--- src/rtl/ddr_rd_engine.sv ---
// rtl/ddr_rd_engine.sv - AXI4 single-burst read master with AXI-Stream beat output
//
// Accepts one-burst read commands, issues one INCR burst on AR, forwards the R beats
// through a one-entry output register onto an AXI-Stream port, and keeps sticky
// error flags plus bandwidth counters.
//
// Ports:
//   clk, rstn                      clock, asynchronous active-low reset
//   RSTART_REG/RADDR_REG/RLENGTH_REG  command pulse, byte address, beat count ([4:0] used)
//   RIDLE_REG                      1 = idle and ready for a command
//   m_axi_ar*                      AR channel (arsize/arburst constant)
//   m_axi_r*                       R channel
//   m_axis_t*                      output stream, tlast on the final beat of a burst
//   clr_stats                      synchronous clear of err_o and counters
//   err_o                          sticky {len, align, resp, last}
//   beat_cnt_o / busy_cyc_o        accepted R beats / cycles spent not idle
module ddr_rd_engine #(
    parameter int DATA_W  = 64,
    parameter int ADDR_W  = 32,
    parameter int MAX_LEN = 16
) (
    input  logic              clk,
    input  logic              rstn,
    input  logic              RSTART_REG,
    input  logic [ADDR_W-1:0] RADDR_REG,
    input  logic [31:0]       RLENGTH_REG,
    output logic              RIDLE_REG,
    output logic [ADDR_W-1:0] m_axi_araddr,
    output logic [7:0]        m_axi_arlen,
    output logic [2:0]        m_axi_arsize,
    output logic [1:0]        m_axi_arburst,
    output logic              m_axi_arvalid,
    input  logic              m_axi_arready,
    input  logic [DATA_W-1:0] m_axi_rdata,
    input  logic [1:0]        m_axi_rresp,
    input  logic              m_axi_rlast,
    input  logic              m_axi_rvalid,
    output logic              m_axi_rready,
    output logic [DATA_W-1:0] m_axis_tdata,
    output logic              m_axis_tlast,
    output logic              m_axis_tvalid,
    input  logic              m_axis_tready,
    input  logic              clr_stats,
    output logic [3:0]        err_o,
    output logic [31:0]       beat_cnt_o,
    output logic [31:0]       busy_cyc_o
);

    localparam int             BYTES_LOG = $clog2(DATA_W / 8);
    localparam logic [5:0]     MAX_LEN_W = 6'(MAX_LEN);

    typedef enum logic [1:0] {
        S_IDLE  = 2'd0,
        S_AR    = 2'd1,
        S_DATA  = 2'd2,
        S_DRAIN = 2'd3
    } state_t;

    state_t              state_q;
    logic                ridle_q;
    logic [ADDR_W-1:0]   araddr_q;
    logic [7:0]          arlen_q;
    logic                arvalid_q;
    logic [4:0]          len_q;
    logic [4:0]          bcnt_q;
    logic [DATA_W-1:0]   tdata_q;
    logic                tvalid_q;
    logic                tlast_q;
    logic [3:0]          err_q, err_d, err_set;
    logic [31:0]         beat_cnt_q, beat_cnt_d;
    logic [31:0]         busy_cyc_q, busy_cyc_d;

    logic [4:0]          len_w;
    logic                len_bad, align_bad, cross_bad, cmd_ok;
    logic [13:0]         end_off;
    logic                rready;
    logic                r_hs, s_hs;
    logic [4:0]          beat_num;
    logic                is_final;
    logic                unused_bits;

    assign len_w     = RLENGTH_REG[4:0];
    assign len_bad   = (len_w == 5'd0) || ({1'b0, len_w} > MAX_LEN_W);
    assign align_bad = |RADDR_REG[BYTES_LOG-1:0];
    // One past the last byte of the burst within its 4 KB page; beyond 0x1000 means a crossing.
    assign end_off   = {2'b00, RADDR_REG[11:0]} + (14'(len_w) << BYTES_LOG);
    assign cross_bad = end_off > 14'h1000;
    assign cmd_ok    = !(len_bad || align_bad || cross_bad);

    // Accept an R beat whenever the output register is empty or is being drained this cycle.
    assign rready    = (state_q == S_DATA) && (!tvalid_q || m_axis_tready);
    assign r_hs      = m_axi_rvalid && rready;
    assign s_hs      = tvalid_q && m_axis_tready;
    assign beat_num  = bcnt_q + 5'd1;
    assign is_final  = (beat_num == len_q);

    assign unused_bits = ^RLENGTH_REG[31:5];

    always_comb begin
        err_set = 4'b0000;
        if (state_q == S_IDLE && RSTART_REG) begin
            err_set[3] = len_bad;
            err_set[2] = align_bad || cross_bad;
        end
        if (r_hs) begin
            err_set[1] = (m_axi_rresp != 2'b00);
            err_set[0] = (m_axi_rlast != is_final);
        end
        // Clear wins over any same-cycle update.
        err_d      = clr_stats ? 4'b0000 : (err_q | err_set);
        beat_cnt_d = clr_stats ? 32'd0 : (beat_cnt_q + {31'd0, r_hs});
        busy_cyc_d = clr_stats ? 32'd0 : (busy_cyc_q + {31'd0, !ridle_q});
    end

    always_ff @(posedge clk or negedge rstn) begin
        if (!rstn) begin
            state_q    <= S_IDLE;
            ridle_q    <= 1'b1;
            araddr_q   <= '0;
            arlen_q    <= 8'd0;
            arvalid_q  <= 1'b0;
            len_q      <= 5'd0;
            bcnt_q     <= 5'd0;
            tdata_q    <= '0;
            tvalid_q   <= 1'b0;
            tlast_q    <= 1'b0;
            err_q      <= 4'b0000;
            beat_cnt_q <= 32'd0;
            busy_cyc_q <= 32'd0;
        end else begin
            err_q      <= err_d;
            beat_cnt_q <= beat_cnt_d;
            busy_cyc_q <= busy_cyc_d;
            unique case (state_q)
                S_IDLE: begin
                    if (RSTART_REG && cmd_ok) begin
                        araddr_q  <= RADDR_REG;
                        arlen_q   <= 8'(len_w) - 8'd1;
                        len_q     <= len_w;
                        bcnt_q    <= 5'd0;
                        arvalid_q <= 1'b1;
                        ridle_q   <= 1'b0;
                        state_q   <= S_AR;
                    end
                end
                S_AR: begin
                    if (m_axi_arready) begin
                        arvalid_q <= 1'b0;
                        state_q   <= S_DATA;
                    end
                end
                S_DATA: begin
                    if (r_hs) begin
                        tdata_q  <= m_axi_rdata;
                        tvalid_q <= 1'b1;
                        tlast_q  <= is_final;
                        bcnt_q   <= beat_num;
                        // The counted final beat ends the burst whatever rlast says.
                        if (is_final) begin
                            state_q <= S_DRAIN;
                        end
                    end else if (s_hs) begin
                        tvalid_q <= 1'b0;
                        tlast_q  <= 1'b0;
                    end
                end
                S_DRAIN: begin
                    if (s_hs) begin
                        tvalid_q <= 1'b0;
                        tlast_q  <= 1'b0;
                        if (tlast_q) begin
                            ridle_q <= 1'b1;
                            state_q <= S_IDLE;
                        end
                    end
                end
                default: state_q <= S_IDLE;
            endcase
        end
    end

    assign RIDLE_REG     = ridle_q;
    assign m_axi_araddr  = araddr_q;
    assign m_axi_arlen   = arlen_q;
    assign m_axi_arsize  = 3'(BYTES_LOG);
    assign m_axi_arburst = 2'b01;
    assign m_axi_arvalid = arvalid_q;
    assign m_axi_rready  = rready;
    assign m_axis_tdata  = tdata_q;
    assign m_axis_tlast  = tlast_q;
    assign m_axis_tvalid = tvalid_q;
    assign err_o         = err_q;
    assign beat_cnt_o    = beat_cnt_q;
    assign busy_cyc_o    = busy_cyc_q;

endmodule
--- config.mk ---
export PLATFORM = sky130hd
export DESIGN_NAME = ddr_rd_engine
export DESIGN_NICKNAME = d
export VERILOG_FILES = /design/src/rtl/ddr_rd_engine.sv
export SDC_FILE = /design/constraint.sdc
export NUM_CORES = 1
export LEC_CHECK = 0
export CAP_MARGIN = 25
export CORE_UTILIZATION = 48
export CTS_CLUSTER_DIAMETER = 200
export DETAILED_ROUTE_END_ITERATION = 16
export HOLD_SLACK_MARGIN = 0.1
export MAX_ROUTING_LAYER = met4
export PLACE_DENSITY = 0.85
export SYNTH_ARGS = -nofsm -noshare
export SYNTH_HDL_FRONTEND = slang
export SYNTH_SLANG_ARGS = --single-unit
--- constraint.sdc ---
create_clock -name clk -period 7.3 [get_ports clk]
set_input_delay 1.46 -clock clk [delete_from_list [all_inputs] [get_ports clk]]
set_output_delay 1.46 -clock clk [all_outputs]
set_load 0.05 [all_outputs]
==> out/summary.txt <==
Area of the mapped netlist - 0.008436 mm2
DRT iter0 DRCs - 409
DP HPWL - 14,960 um
CP bufs+invs - 3
Post-CTS setup buffer count - 0
Max_cap viols - 0
Pwr/cell area - 388.2 mW/mm2
Final Cycle Share - 0.6473
Vias in the first global route - 6,851
Critical path arrival - 5.03 ns
Metal-1 WL - 9118 um
Crit Path Max Fanout - 32
Post-cts resize count - 0
Startpoint types - input port
ANT nets after route - 0
Max Fclk - 0.2116 GHz
R2R Setup Slk - 4.29 ns
Via count - 6,931
Hold-fix buffers, CTS - 0
Post-route DRC - 0
Mapped Cells - 841
Sequential share of the synthesized area - 0.5519
Synth unique cells - 56
Number of synthesized flops with an enable pin - 0
RSZ-0062 raised after global routing - false
Worst-margin pin slew - 0.9139 ns
Worst-case clock buffer depth - 2
Synth warnings - 0
Syn avg cell area - 10.03 um2
Status - completed
Worst-path cell chain - clkdlybuf4s50_1, ha_1, inv_1, fa_1, xnor2_1, nor4b_2, o21ai_1, o211ai_1, and2_2, buf_12, mux2_2
Largest net degree at the start of global routing - 112
Setup TNS - 0 ns
Post-synthesis register bit count - 186
H-tree Lvls - 4
Diodes inserted - 0
Total gr overflow - 0
Worst EP required - 7.61 ns
Main synth FF type - dfrtp_1
Clk_lat worst skew - 0.42 ns
WL/cell - 15.87 um
Die area - 0.01811 mm2
Setup-failing EPs final - 0
CTS tree - built
Total Routing Usage GR - 0.2469
Number of port buffers - 287
Clock sinks - 186
Worst min path class - register to register
Core area - 0.01724 mm2
CP max stage cell - o211ai_1
Crit path largest cell delay - 0.69 ns
First-pass GRT wire length - 34,130 um
Critical path class - input port to register
Fin crit period - 4.725 ns
Starting density of the core - 0.4894
Initial antenna violation count - 0
DR vias/cell - 5.134
Pre-antenna DRT Iters - 5
Die width - 134.6 um
Root Buffer - clkbuf_16
Peak VDD IR - 0.3261 mV
FFs w/ async S/R, synth - 1.000
Nets - 1,267
CTS buffer count - 17
Fraction of layout cells with a size suffix above 1 - 0.08000
Reg clk slew, reported paths - 0.07 ns
Worst slew margin - 0.3907
WL final - 21,420 um
Layout area overhead - 42.96%
Met3 WL - 1195 um
Fin. Hold Viols - 0
Largest delay contributor family on the critical path - buffers and inverters
DIE HEIGHT - 134.6 um
Leakage - 0.005428 uW
Max Slew Vio Count - 0
Core Rows - 48
DR top layer - met4
Gp weighted congestion - 0.8131
WL met2 - 10,800 um
Io pins - 320
Critical Path Sink Type - register
Clock skew - 0.009228 ns
Finished Core Util - 0.6996
-- placed cells by master (no fill, tap or decap), types with 4 or more instances in the layout --
master / synthesis / final
clkdlybuf4s50_1: 0 / 285
nand2_1: 216 / 216
dfrtp_1: 185 / 185
nor2_1: 65 / 65
xor2_1: 38 / 38
mux2_2: 36 / 36
nand3_1: 30 / 29
a21oi_1: 29 / 29
xnor2_1: 23 / 23
inv_1: 21 / 20
o21ai_0: 18 / 18
clkbuf_16: 0 / 17
nand4_1: 16 / 16
ha_1: 16 / 16
or3_1: 13 / 13
nor2b_1: 10 / 10
nor3_1: 9 / 9
and3_1: 9 / 9
and4_1: 6 / 6
conb_1: 2 / 5
a211o_1: 4 / 4
inv_6: 0 / 4
buf_4: 11 / 4
-- where the power goes --
group | leakage [uW] | switching [uW] | total, uW | internal, uW
logic | 0.00270 | 1470 | 2230 | 758
registers | 0.00244 | 187 | 1520 | 1330
clock network | 0.000284 | 422 | 935 | 513
-- metrics by stage --
stage               hold slack, ns  instances  setup slack, ns  total power, uW  instance area, um2
floorplan                   0.5007        844            3.141             2966                8447
global placement            0.4565       1316            2.015             3706               11420
detailed placement          0.4616       1316            1.881             3759               11420
CTS                         0.4794       1348            2.330             4713               12010
global route                0.4951       1350            2.395             4885               12060
finish                      0.4774       1350            2.575             4681               12060
-- worst register-to-register path, stage by stage (launching register included) --
cell and delay (ns):
dfrtp_1 0.42, inv_1 0.10, ha_1 0.46, nand2_1 0.15
nor3_1 0.65, and2_2 0.48, buf_12 0.26, mux2_2 0.37
-- registers in the layout (all words and copies together), names as in the netlist, 4 cells and up --
signal / cells
beat_cnt_o: 32
err_o: 4
bcnt_q: 5
m_axi_arlen: 6
busy_cyc_o: 32
m_axi_araddr: 32
len_q: 5
m_axis_tdata: 64
-- final timing paths --
kind	startpoint	to	cells after the start
max in group asynchronous	rstn	RIDLE_REG	3
worst max-delay path	RLENGTH_REG[0]	m_axi_araddr[24]	11
worst max register to register	state_q[0]	m_axi_araddr[24]	7
worst min register to register	m_axis_tdata[20]	m_axis_tdata[20]	2
worst min-delay path	m_axis_tdata[20]	m_axis_tdata[20]	2
min in group asynchronous	rstn	busy_cyc_o[7]	1
-- Yosys cell counts, drive strengths merged (2+ instances only) --
master / count / share of area
xnor2: 23 / 0.024
a31oi: 3 / 0.0022
a311oi: 3 / 0.0052
ha: 16 / 0.024
o211ai: 3 / 0.0027
nor2b: 10 / 0.0074
conb: 2 / 0.00089
nand2: 216 / 0.096
a21oi: 29 / 0.017
dfrtp: 185 / 0.55
or2: 2 / 0.0015
o21ba: 2 / 0.0024
or3: 13 / 0.0096
mux2: 38 / 0.051
inv: 21 / 0.0093
clkbuf: 19 / 0.0085
o22a: 2 / 0.0021
nor4: 3 / 0.0058
nand2b: 2 / 0.0015
nor2: 65 / 0.029
o21ai: 19 / 0.011
and3: 9 / 0.0067
and4: 6 / 0.0062
xor2: 38 / 0.039
nand4: 16 / 0.012
nand3: 30 / 0.018
buf: 25 / 0.017
nor3b: 2 / 0.0018
a211o: 4 / 0.0042
or4: 3 / 0.0027
mux2i: 3 / 0.0036
and2: 5 / 0.0040
nor3: 9 / 0.0053
-- routing by layer --
| layer | GRT usage | vias up |
|---|---|---|
| met5 | - | - |
| met2 | 0.4021 | 239 |
| met4 | 0.06617 | 0 |
| met1 | 0.3131 | 3344 |
| li1 | - | 3328 |
| met3 | 0.05293 | 20 |
-- logic make-up (layout without fill, tap and decap cells) --
logic type               after synthesis  after routing  synth area share
AO/OA/AOI/OAI                         74             74           0.05622
XOR/XNOR                              61             61           0.06333
adder cells (fa/ha/maj)               17             17           0.02610
buffers and inverters                 65            346           0.03471
flip-flops                           186            186            0.5519
multiplexers                          41             41           0.05473
other                                  2              5         0.0008903
AND/OR/NAND/NOR                      395            395            0.2121
-- area by class of cell --
| cell class | instances | area, um2 |
|---|---|---|
| tap | 225 | 281.5 |
| clock inverter | 15 | 163.9 |
| multi-input combinational | 593 | 3505 |
| inverter | 21 | 78.83 |
| sequential | 186 | 4656 |
| clock buffer | 17 | 425.4 |
| timing repair buffer | 293 | 2949 |
| fill | 1291 | 5177 |
Note: power is estimated with default switching activity, not from simulation.
